`config.mk`:
```
export PLATFORM = sky130hd
export DESIGN_NAME = framebuffer_writer
export DESIGN_NICKNAME = d
export VERILOG_FILES = /design/src/rtl/framebuffer_writer_pkg.sv /design/src/rtl/framebuffer_writer_pixel_fifo.sv /design/src/rtl/framebuffer_writer.sv
export SDC_FILE = /design/constraint.sdc
export NUM_CORES = 1
export LEC_CHECK = 0
export BUFFER_PORTS_ARGS = -buffer_cell sky130_fd_sc_hd__clkbuf_2
export CORE_MARGIN = 3
export CORE_UTILIZATION = 40
export DETAILED_ROUTE_END_ITERATION = 8
export PLACE_DENSITY = 0.57
export RECOVER_POWER = 100
export SLEW_MARGIN = 0
export SYNTH_ARGS = -nofsm -noshare
export SYNTH_HDL_FRONTEND = slang
export SYNTH_SLANG_ARGS = --single-unit
```
`constraint.sdc`:
```
create_clock -name clk -period 2.4 [get_ports clk]
set_input_delay 0.36 -clock clk [delete_from_list [all_inputs] [get_ports clk]]
set_output_delay 0.36 -clock clk [all_outputs]
set_load 0.005 [all_outputs]
```
`src/rtl/framebuffer_writer_pkg.sv`:
```
// Shared screen geometry, colour constants, state encoding and the
// shift-add pixel address helper for the framebuffer writer.
package framebuffer_writer_pkg;

    localparam int SCREEN_W = 160;
    localparam int SCREEN_H = 120;
    localparam int ADDR_W   = 15;
    localparam int COLOUR_W = 3;
    localparam int FIFO_W   = ADDR_W + COLOUR_W;

    localparam logic [COLOUR_W-1:0] BLACK = 3'b000;
    localparam logic [COLOUR_W-1:0] WHITE = 3'b111;

    typedef enum logic [1:0] {
        S_IDLE  = 2'd0,
        S_DRAIN = 2'd1,
        S_CLEAR = 2'd2,
        S_DONE  = 2'd3
    } state_t;

    // y*160 + x as (y<<7) + (y<<5) + x, so no multiplier is inferred.
    function automatic logic [ADDR_W-1:0] pixel_addr(input logic [7:0] x,
                                                     input logic [6:0] y);
        return {1'b0, y, 7'b0} + {3'b0, y, 5'b0} + {7'b0, x};
    endfunction

endpackage

```
`src/rtl/framebuffer_writer_pixel_fifo.sv`:
```
// Small synchronous FIFO holding pre-computed {address, colour} plot
// requests; the head entry is visible on dout without a read latency.
module framebuffer_writer_pixel_fifo #(
    parameter int DEPTH = 4,
    parameter int WIDTH = 18
) (
    input  logic             clk,
    input  logic             resetn,
    input  logic             push,
    input  logic [WIDTH-1:0] din,
    input  logic             pop,
    output logic [WIDTH-1:0] dout,
    output logic             full,
    output logic             empty
);

    localparam int PTR_W = $clog2(DEPTH);

    logic [WIDTH-1:0] mem [DEPTH];
    logic [PTR_W:0]   wr_ptr;
    logic [PTR_W:0]   rd_ptr;

    // Pointers carry one extra wrap bit to tell full from empty.
    assign empty = (wr_ptr == rd_ptr);
    assign full  = (wr_ptr[PTR_W] != rd_ptr[PTR_W]) &&
                   (wr_ptr[PTR_W-1:0] == rd_ptr[PTR_W-1:0]);
    assign dout  = mem[rd_ptr[PTR_W-1:0]];

    always_ff @(posedge clk or negedge resetn) begin
        if (!resetn) begin
            wr_ptr <= '0;
            rd_ptr <= '0;
        end else begin
            if (push && !full) begin
                wr_ptr <= wr_ptr + {{PTR_W{1'b0}}, 1'b1};
            end
            if (pop && !empty) begin
                rd_ptr <= rd_ptr + {{PTR_W{1'b0}}, 1'b1};
            end
        end
    end

    always_ff @(posedge clk) begin
        if (push && !full) begin
            mem[wr_ptr[PTR_W-1:0]] <= din;
        end
    end

endmodule

```
`src/rtl/framebuffer_writer.sv`:
```
// Sink of the pixel draw interface: range-checks and buffers plot requests,
// writes them to the framebuffer RAM on grant, and runs a clear-screen sweep.
module framebuffer_writer
    import framebuffer_writer_pkg::*;
#(
    parameter int                  FIFO_DEPTH   = 4,
    parameter int                  SCREEN_W     = framebuffer_writer_pkg::SCREEN_W,
    parameter int                  SCREEN_H     = framebuffer_writer_pkg::SCREEN_H,
    parameter logic [COLOUR_W-1:0] CLEAR_COLOUR = framebuffer_writer_pkg::BLACK
) (
    input  logic                clk,
    input  logic                resetn,
    input  logic [7:0]          x_in,
    input  logic [6:0]          y_in,
    input  logic [COLOUR_W-1:0] colour_in,
    input  logic                plot,
    output logic                ready,
    input  logic                clear_req,
    output logic                clear_busy,
    input  logic                mem_grant,
    output logic                mem_we,
    output logic [ADDR_W-1:0]   mem_addr,
    output logic [COLOUR_W-1:0] mem_data,
    output logic [7:0]          drop_count
);

    localparam logic [7:0]        X_LIMIT   = 8'(SCREEN_W);
    localparam logic [6:0]        Y_LIMIT   = 7'(SCREEN_H);
    localparam logic [ADDR_W-1:0] LAST_ADDR = ADDR_W'(SCREEN_W * SCREEN_H - 1);

    state_t              state;
    logic [ADDR_W-1:0]   sweep_addr;
    logic                fifo_full;
    logic                fifo_empty;
    logic                accept;
    logic                in_range;
    logic                push;
    logic                pop;
    logic [FIFO_W-1:0]   fifo_din;
    logic [FIFO_W-1:0]   fifo_dout;

    // Gated by resetn so the source never sees a handshake during reset.
    assign ready    = resetn && !fifo_full && (state == S_IDLE);
    assign accept   = plot && ready;
    assign in_range = (x_in < X_LIMIT) && (y_in < Y_LIMIT);
    assign push     = accept && in_range;
    assign fifo_din = {pixel_addr(x_in, y_in), colour_in};
    assign pop      = ((state == S_IDLE) || (state == S_DRAIN)) && !fifo_empty && mem_grant;

    framebuffer_writer_pixel_fifo #(
        .DEPTH (FIFO_DEPTH),
        .WIDTH (FIFO_W)
    ) u_fifo (
        .clk    (clk),
        .resetn (resetn),
        .push   (push),
        .din    (fifo_din),
        .pop    (pop),
        .dout   (fifo_dout),
        .full   (fifo_full),
        .empty  (fifo_empty)
    );

    always_ff @(posedge clk or negedge resetn) begin
        if (!resetn) begin
            state      <= S_IDLE;
            mem_we     <= 1'b0;
            mem_addr   <= '0;
            mem_data   <= '0;
            clear_busy <= 1'b0;
            sweep_addr <= '0;
            drop_count <= '0;
        end else begin
            if (accept && !in_range && (drop_count != 8'hFF)) begin
                drop_count <= drop_count + 8'd1;
            end

            mem_we <= 1'b0;

            case (state)
                S_IDLE, S_DRAIN: begin
                    if (pop) begin
                        mem_we   <= 1'b1;
                        mem_addr <= fifo_dout[FIFO_W-1:COLOUR_W];
                        mem_data <= fifo_dout[COLOUR_W-1:0];
                    end
                    // Queued pixels land before the sweep so they are wiped too.
                    if ((state == S_IDLE) && clear_req) begin
                        state      <= S_DRAIN;
                        clear_busy <= 1'b1;
                    end else if ((state == S_DRAIN) && fifo_empty) begin
                        state      <= S_CLEAR;
                        sweep_addr <= '0;
                    end
                end

                S_CLEAR: begin
                    if (mem_grant) begin
                        mem_we     <= 1'b1;
                        mem_addr   <= sweep_addr;
                        mem_data   <= CLEAR_COLOUR;
                        sweep_addr <= sweep_addr + {{(ADDR_W-1){1'b0}}, 1'b1};
                        if (sweep_addr == LAST_ADDR) begin
                            state <= S_DONE;
                        end
                    end
                end

                S_DONE: begin
                    clear_busy <= 1'b0;
                    state      <= S_IDLE;
                end

                default: state <= S_IDLE;
            endcase
        end
    end

endmodule

```
==> reports/metrics.yaml, run 1 <==
drt_iter0_drc: 215
cts.clk_slew.worst_paths_ns: 0.05
tightest_slew_ns: 1.29
synth.top_cell.area_share_pct: 38.9
drive_gt1_share_pct: 18.9
clock_path_buffers: 2
syn_inst: 397
min_period_over_period_pct: 91.4
dieArea_sq_um: 15300
route.detailed.drc: 0
wl_per_cell_um: 16.3
slew_headroom_pct: 14.1
rows: 42
critPathMaxStageDelay_ns: 0.50
wl_mm: 10.8
cts_resized: 0
clockPowerShare_pct: 36.7
cts.sinks: 123
vias: 3327
setup_violations: 0
grt_pass1_vias: 3384
syn_area_sq_um: 5560
die_y_um: 124
cp_data_required_time_ns: 2.55
port_buffers: 51
r2r_cells: 5
finalMaxSlewViolations: 0
nets: 518
yosys_most_used_dff: "edfxtp_1"
cpMostUsedCell: "fa_1"
wl_met2_mm: 5.39
grt_max_degree: 52
fillCellCount: 1204
dr_wl_met3_um: 454
min_from: "colour_in[0]"
crit_start: "y_in[0]"
cts_buffers: 17
cts_hold_buf: 0
worstSetupPathType: "primary input to flip-flop"
htree_num_levels: 4
async_flop_share_pct: 41.5
p_int_w: 0.00532
ios: 52
syn_nets: 442
vias_per_cell: 5.03
status: "finished, final reports clean"
diodes: 0
seq_area_sq_um: 3440
switchingPower_w: 0.00210
multi_input_area_sq_um: 1960
seqPwrFrac_pct: 38.1
cts_tree: "yes"
r2r_slack_ns: 0.28
cp_max_fo: 4
yosysSeqAreaShare_pct: 61.9
top_layer_used: "met4"
hold_class: "primary input to flip-flop"
synth_edf_count: 72
grt_use_total_pct: 15.3
p_per_area_nw_per_um2: 1110
cp_data_arrival_time_ns: 2.34
rsz0062_at_grt: "no"
cts_root_buffer: "clkbuf_16"
synth.most_common_cell: "edfxtp_1"
gr-total-overflow: 0
finalCriticalPeriod_ns: 2.19
fp.dieW_um: 124
r2r-end: "u_fifo.mem[3][15]"
holdPathStages: 1
crit_path_end_kind: "flip-flop"
ys_top_cells_by_area: "edfxtp_1, dfrtp_1, mux4_2"
total_power_w: 0.00742
finalHoldViolations: 0
r2r-start: "u_fifo.rd_ptr[2]"
initial_core_util_pct: 41.5
place_hpwl_mm: 7.41
switching_share_pct: 28.3
synth_largest_area_cell: "edfxtp_1"
hold_end: "u_fifo.mem[3][0]"
fmax_mhz: 456
path_cells: "clkbuf_1, inv_1, fa_1, fa_1, nor2b_1, o21ai_0, a21bo_2, a211oi_1"
slowest_stage: "fa_1"
synth_warnings: 0
area_growth_pct: 20.0
synth_area_per_cell_sq_um: 14.0
p_leak_nw: 2.72
yosysUniqueCellTypes: 48
firstDrtPassIters: 4
ir_drop_v: 0.000669
worst_hold_slack_ns: 0.219
core_region_area_sq_um: 13400
antenna_found_initial: 0
postRouteAntennaNets: 0
postCtsSetupRepairBufs: 0
synth_commonest_cells: "edfxtp_1, dfrtp_1, nand2_1, o21ai_0, nor2_1"
pwr-share-comb_pct: 25.2
grt_pass1_wl_mm: 17.6
skew_ns: 0.0111
maxCapViolCount: 0
wirelength_met1_mm: 4.81
crit_path_start_kind: "primary input"
ys_ff_latch: 123
clk_latency_ns: 0.40
gp_congestion: 0.799
-- cell families after synthesis --
| group | after synthesis | synth area share (%) |
|---|---|---|
| DFF | 123 | 61.9 |
| muxes | 35 | 10.4 |
| xor gates and xnor gates | 30 | 4.73 |
| buffers and inverters | 29 | 2.54 |
| adders and majority gates | 22 | 5.22 |
| and+or+nand+nor | 110 | 10.4 |
| AOI/OAI and AO/OA | 48 | 4.82 |
-- critical path: cells and delay by family --
kind,cells,cell delay [ns]
buffers and inverters,2,0.16
AO/OA/AOI/OAI,3,0.73
adder cells (fa/ha/maj),2,0.97
AND/OR/NAND/NOR,1,0.12
-- layout make-up --
type | count | share of cell area [%]
Tap cell | 176 | 3.30
Clock buffer | 21 | 6.60
Clock inverter | 11 | 2.91
Timing Repair Buffer | 70 | 5.35
Multi-Input combinational cell | 245 | 29.4
Inverter | 16 | 0.900
Sequential cell | 123 | 51.5
-- placed cells by master (no fill, tap or decap), drive strengths merged, types with 12 or more instances in the layout --
master	count
clkbuf	83
edfxtp	72
dfrtp	51
nand2	36
o21ai	30
nor2	24
ha	20
mux4	18
xor2	17
inv	16
mux2i	15
xnor2	13
nand3	12
-- how the worst max path moves through the flow --
| stage | endpoint | slack, ns | depth (start not counted) |
|---|---|---|---|
| final | u_fifo.mem[1][15] | 0.21 | 8 |
| after global routing | u_fifo.mem[3][10] | 0.04 | 5 |
| after CTS | u_fifo.mem[1][15] | 0.22 | 8 |
| after detailed placement | u_fifo.mem[0][15] | -0.19 | 8 |
| after global placement | u_fifo.mem[0][16] | -0.11 | 10 |
| after floorplan | u_fifo.mem[0][16] | 0.10 | 9 |
-- power groups by stage --
stage	clock network [W]	logic, W	registers (W)
final	0.00272	0.00187	0.00283
after global routing	0.00289	0.00212	0.00288
after CTS	0.00278	0.00201	0.00284
after detailed placement	0	0.00200	0.00287
after global placement	0	0.00198	0.00286
after floorplan	0	0.00132	0.00286
-- registers in the layout, summed over array words and instances, names as in the netlist --
name / cells
clear_busy: 1
drop_count: 8
mem_addr: 15
mem_data: 3
mem_we: 1
state: 2
sweep_addr: 15
u_fifo.mem: 72
u_fifo.rd_ptr: 3
u_fifo.wr_ptr: 3
-- metrics by stage --
stage / setup TNS [ns] / std cells / setup slack (ns) / area, sq um / utilization, %
finish: 0 / 662 / 0.206 / 6670 / 49.8
global route: 0 / 662 / 0.0380 / 6670 / 49.8
CTS: 0 / 662 / 0.224 / 6800 / 50.7
detailed placement: -1.71 / 630 / -0.193 / 6160 / 46.0
global placement: -0.879 / 630 / -0.106 / 6160 / 46.0
floorplan: 0 / 397 / 0.103 / 5560 / -
-- layer usage --
metal  track usage [%]  vias to the layer above
met1              20.4                     1644
met5                 0                        -
met3              4.13                       10
li1                  -                     1607
met2              24.2                       66
met4              5.33                        0
Note: power is estimated with default switching activity, not from simulation.
==> run 2, diff against run 1 <==
- CORE_UTILIZATION: 40 -> 35
- PLACE_DENSITY: 0.57 -> 0.51
==> run 2 against run 1 <==
First-iteration DRC count is 30% lower. Hold slack got worse by 0.024 ns. Via count decreased by 1.1%. Register-to-register slack worse by 0.14 ns. Largest power group unchanged.
==> reports/metrics.yaml, run 2 (synthesis gave the netlist of run 1 again) <==
status: "finished, final reports clean"
p_per_area_nw_per_um2: 1080
tightest_slew_ns: 1.31
port_buffers: 51
cts_root_buffer: "clkbuf_16"
min_period_over_period_pct: 94.1
fp.dieW_um: 132
cp_data_arrival_time_ns: 2.31
nets: 518
crit_path_end_kind: "flip-flop"
fillCellCount: 1415
diodes: 0
largest_register_ffs: 72
cts_buffers: 17
skew_ns: 0.00719
place_ws_ns: -0.220
initial_core_util_pct: 36.2
cts_tree: "yes"
finalMaxSlewViolations: 0
die_y_um: 132
clock_path_buffers: 2
drive_gt1_share_pct: 20.4
vias: 3290
slew_headroom_pct: 12.8
route.detailed.drc: 0
fmax_mhz: 443
vias_per_cell: 4.72
fin_ws_ns: 0.143
antenna_found_initial: 0
place_hpwl_mm: 7.48
cp_data_required_time_ns: 2.45
cts.sinks: 123
rows: 45
gp_congestion: 0.752
ios: 52
worstSetupPathType: "flip-flop to flip-flop"
setup_violations: 0
crit_path_start_kind: "flip-flop"
p_leak_nw: 2.70
area_growth_pct: 19.6
place_area_sq_um: 6190
clk_latency_ns: 0.42
finalHoldViolations: 0
grt_max_degree: 52
final_area_sq_um: 6650
firstDrtPassIters: 4
grt_pass1_vias: 3427
grt_use_total_pct: 13.5
gr-total-overflow: 0
cts_hold_buf: 0
cts_resized: 0
finalCriticalPeriod_ns: 2.26
mostFrequentLayoutCells: "edfxtp_1, dfrtp_1, nand2_1"
hold_class: "primary input to flip-flop"
wl_per_cell_um: 15.6
htree_num_levels: 4
layout_commonest_cell: "edfxtp_1"
dieArea_sq_um: 17400
postCtsSetupRepairBufs: 0
maxCapViolCount: 0
postRouteAntennaNets: 0
fin_util_pct: 43.2
cts.clk_slew.worst_paths_ns: 0.06
grt_pass1_wl_mm: 18.2
core_region_area_sq_um: 15400
drt_iter0_drc: 151
rsz0062_at_grt: "no"
ir_drop_v: 0.000478
cp_max_fo: 18
wl_mm: 10.9
==> run 2: cell type report <==
cell class	instances	area [sq um]	share of cell area (%)
Clock buffer	17	425	6.40
Clock inverter	15	161	2.43
Inverter	16	60.1	0.903
Multi-Input combinational cell	245	1960	29.5
Sequential cell	123	3440	51.7
Tap cell	211	264	3.97
Timing Repair Buffer	70	339	5.10
==> run 2: where the power goes <==
part,switching [W],leakage [nW],internal [W]
Combinational,0.00102,1.12,0.000835
Clock,0.000970,0.278,0.00154
Sequential,0.000219,1.31,0.00262
Total,0.00221,2.70,0.00500
==> run 2: path summary, 6_finish.rpt <==
| kind | startpoint | endpoint | slack (ns) | depth (start not counted) |
|---|---|---|---|---|
| worst min register to register | mem_addr[9] | mem_addr[9] | 0.48 | 2 |
| worst max register to register | u_fifo.rd_ptr[2] | u_fifo.mem[0][6] | 0.14 | 5 |
| worst max-delay path | u_fifo.rd_ptr[2] | u_fifo.mem[0][6] | 0.14 | 5 |
| max in group asynchronous | resetn | mem_addr[4] | 1.20 | 2 |
| min in group asynchronous | resetn | u_fifo.rd_ptr[2] | 0.42 | 2 |
| worst min-delay path | colour_in[2] | u_fifo.mem[1][2] | 0.19 | 1 |
==> run 2: layer usage <==
layer	wire length (um)	track usage (%)
met2	5250	21.6
met5	0	0
met1	5090	17.5
met3	306	3.59
met4	216	5.43
==> run 2: worst max-delay path, cell delays in order (launching register included) <==
cell     delay, ns
dfrtp_1       0.40
xnor2_1       0.29
nor3_1        0.14
nor3b_2       0.44
and2_0        0.18
buf_2         0.44
==> run 2: stage by stage <==
| stage | instances | TNS (ns) | hold slack, ns | power, W |
|---|---|---|---|---|
| after global routing | 697 | 0 | 0.199 | 0.00768 |
| after global placement | 665 | -0.953 | 0.467 | 0.00484 |
| after CTS | 697 | 0 | 0.139 | 0.00741 |
| after floorplan | 397 | 0 | 0.0644 | 0.00417 |
| after detailed placement | 665 | -2.22 | 0.475 | 0.00487 |
| final | 697 | 0 | 0.194 | 0.00721 |
==> run 3, diff against run 2 <==
- BUFFER_PORTS_ARGS: -buffer_cell sky130_fd_sc_hd__clkbuf_2 -> -buffer_cell sky130_fd_sc_hd__buf_2
==> run 3 against run 2 <==
Clock power is 4% higher. Cell area is 0.41% higher. Utilization grew 0.18 points. Largest power group unchanged. Die area did not move. Critical endpoint is now u_fifo.mem[2][4]. Routed wire length shrank 0.77%. Global-route usage is 0.073 points lower. Maximum frequency is 1.8% higher. Final cell count stayed put.
==> reports/metrics.yaml, run 3 (synthesis gave the netlist of run 1 again) <==
ir_drop_v: 0.000497
use_met1_pct: 17.7
grtUsageMet3_pct: 3.82
core_region_area_sq_um: 15400
maxCapViolCount: 0
crit_path_start_kind: "flip-flop"
cp_top_family: "simple AND/OR/NAND/NOR gates"
p_per_area_nw_per_um2: 1090
cts.sinks: 123
vias: 3313
port_buffers: 51
cts_root_buffer: "clkbuf_16"
finalCriticalPeriod_ns: 2.22
drt_iter0_drc: 213
cts_resized: 0
place_hpwl_mm: 7.37
finalHoldViolations: 0
min_period_over_period_pct: 92.4
crit_buf_inv: 2
cp_num_cells: 6
firstDrtPassIters: 4
top_usage_layer: "met2"
met2_usage_pct: 21.2
fmax_mhz: 451
dieArea_sq_um: 17400
area_growth_pct: 20.1
initial_core_util_pct: 36.2
largest_register_ffs: 72
layout_commonest_cell: "edfxtp_1"
route.detailed.drc: 0
cts_hold_buf: 0
fin_util_pct: 43.4
worstSetupPathType: "flip-flop to flip-flop"
cp_data_arrival_time_ns: 2.31
p_leak_nw: 2.72
ios: 52
worst_hold_slack_ns: 0.192
nets: 518
diodes: 0
grt_pass1_wl_mm: 18.2
slew_headroom_pct: 13.3
postRouteAntennaNets: 0
wl_mm: 10.8
cp_data_required_time_ns: 2.49
setup_tns_ns: 0
vias_per_cell: 4.75
skew_ns: 0.0125
setup_violations: 0
crit_path_end_kind: "flip-flop"
path_cells: "xnor2_1, nor3_1, nor3b_1, clkbuf_1, and2_0, clkbuf_4"
hold_class: "primary input to flip-flop"
rsz0062_at_grt: "no"
status: "finished, final reports clean"
slowest_stage: "dfrtp_1"
drive_gt1_share_pct: 20.4
clock_path_buffers: 2
cts_tree: "yes"
dp.cells: 665
final_cells: 697
rows: 45
r2r_cells: 6
holdPathStages: 1
gp_congestion: 0.743
die_y_um: 132
htree_num_levels: 4
grt_use_total_pct: 13.4
cts.clk_slew.worst_paths_ns: 0.06
critPathMaxStageDelay_ns: 0.40
tightest_slew_ns: 1.30
mostFrequentLayoutCells: "edfxtp_1, dfrtp_1, nand2_1"
fp.dieW_um: 132
total_power_w: 0.00729
finalMaxSlewViolations: 0
cp_max_fo: 18
clk_latency_ns: 0.42
grt_pass1_vias: 3394
grt_max_degree: 52
antenna_found_initial: 0
cts_buffers: 17
postCtsSetupRepairBufs: 0
gr-total-overflow: 0
wl_per_cell_um: 15.5
## run 3: changes by cell type in the layout (fill, tap and decap cells not counted), sizes merged
cell / change
buf: +25
clkbuf: -25
clkinv: +2
inv: -2
bufinv: +1
clkinvlp: -1
## run 3: cell type report
cell class,count,area [sq um]
fillers,1447,8700
flip-flops and latches,123,3440
multi-input cells,245,1950
clock buffers,17,425
repair buffers,70,347
well taps,211,264
clock inverters,15,186
inverters,16,60.1
## run 3: worst paths after layout
kind	startpoint	endpoint	slack [ns]
worst min-delay path	colour_in[0]	u_fifo.mem[0][0]	0.19
worst max-delay path	u_fifo.rd_ptr[2]	u_fifo.mem[2][4]	0.18
worst min register to register	mem_addr[9]	mem_addr[9]	0.48
max in group asynchronous	resetn	u_fifo.wr_ptr[0]	1.18
min in group asynchronous	resetn	drop_count[5]	0.41
worst max register to register	u_fifo.rd_ptr[2]	u_fifo.mem[2][4]	0.18
## run 3: report_power, final
| part | leakage, nW | internal, W | total (W) | switching, W |
|---|---|---|---|---|
| logic | 1.13 | 0.000836 | 0.00185 | 0.00102 |
| clock network | 0.289 | 0.00165 | 0.00261 | 0.000962 |
| registers | 1.31 | 0.00262 | 0.00283 | 0.000213 |
## run 3: layer usage
metal / wire (um) / vias to the layer above / share of wire (%)
met3: 320 / 14 / 3.0
li1: - / 1609 / -
met2: 5220 / 45 / 48
met4: 187 / 0 / 1.7
met1: 5050 / 1645 / 47
met5: 0 / - / 0
## run 3: metrics by stage
step	worst slack, ns	instance area, sq um
after CTS	0.217	6800
after global routing	0.0310	6680
after global placement	-0.112	6190
final	0.182	6680
after detailed placement	-0.219	6190
after floorplan	0.103	5560
## run 3: worst register-to-register path, cell delays in order (launching register included)
cell and delay, ns:
dfrtp_1 0.40, xnor2_1 0.28, nor3_1 0.12, nor3b_1 0.32
clkbuf_1 0.26, and2_0 0.17, clkbuf_4 0.33
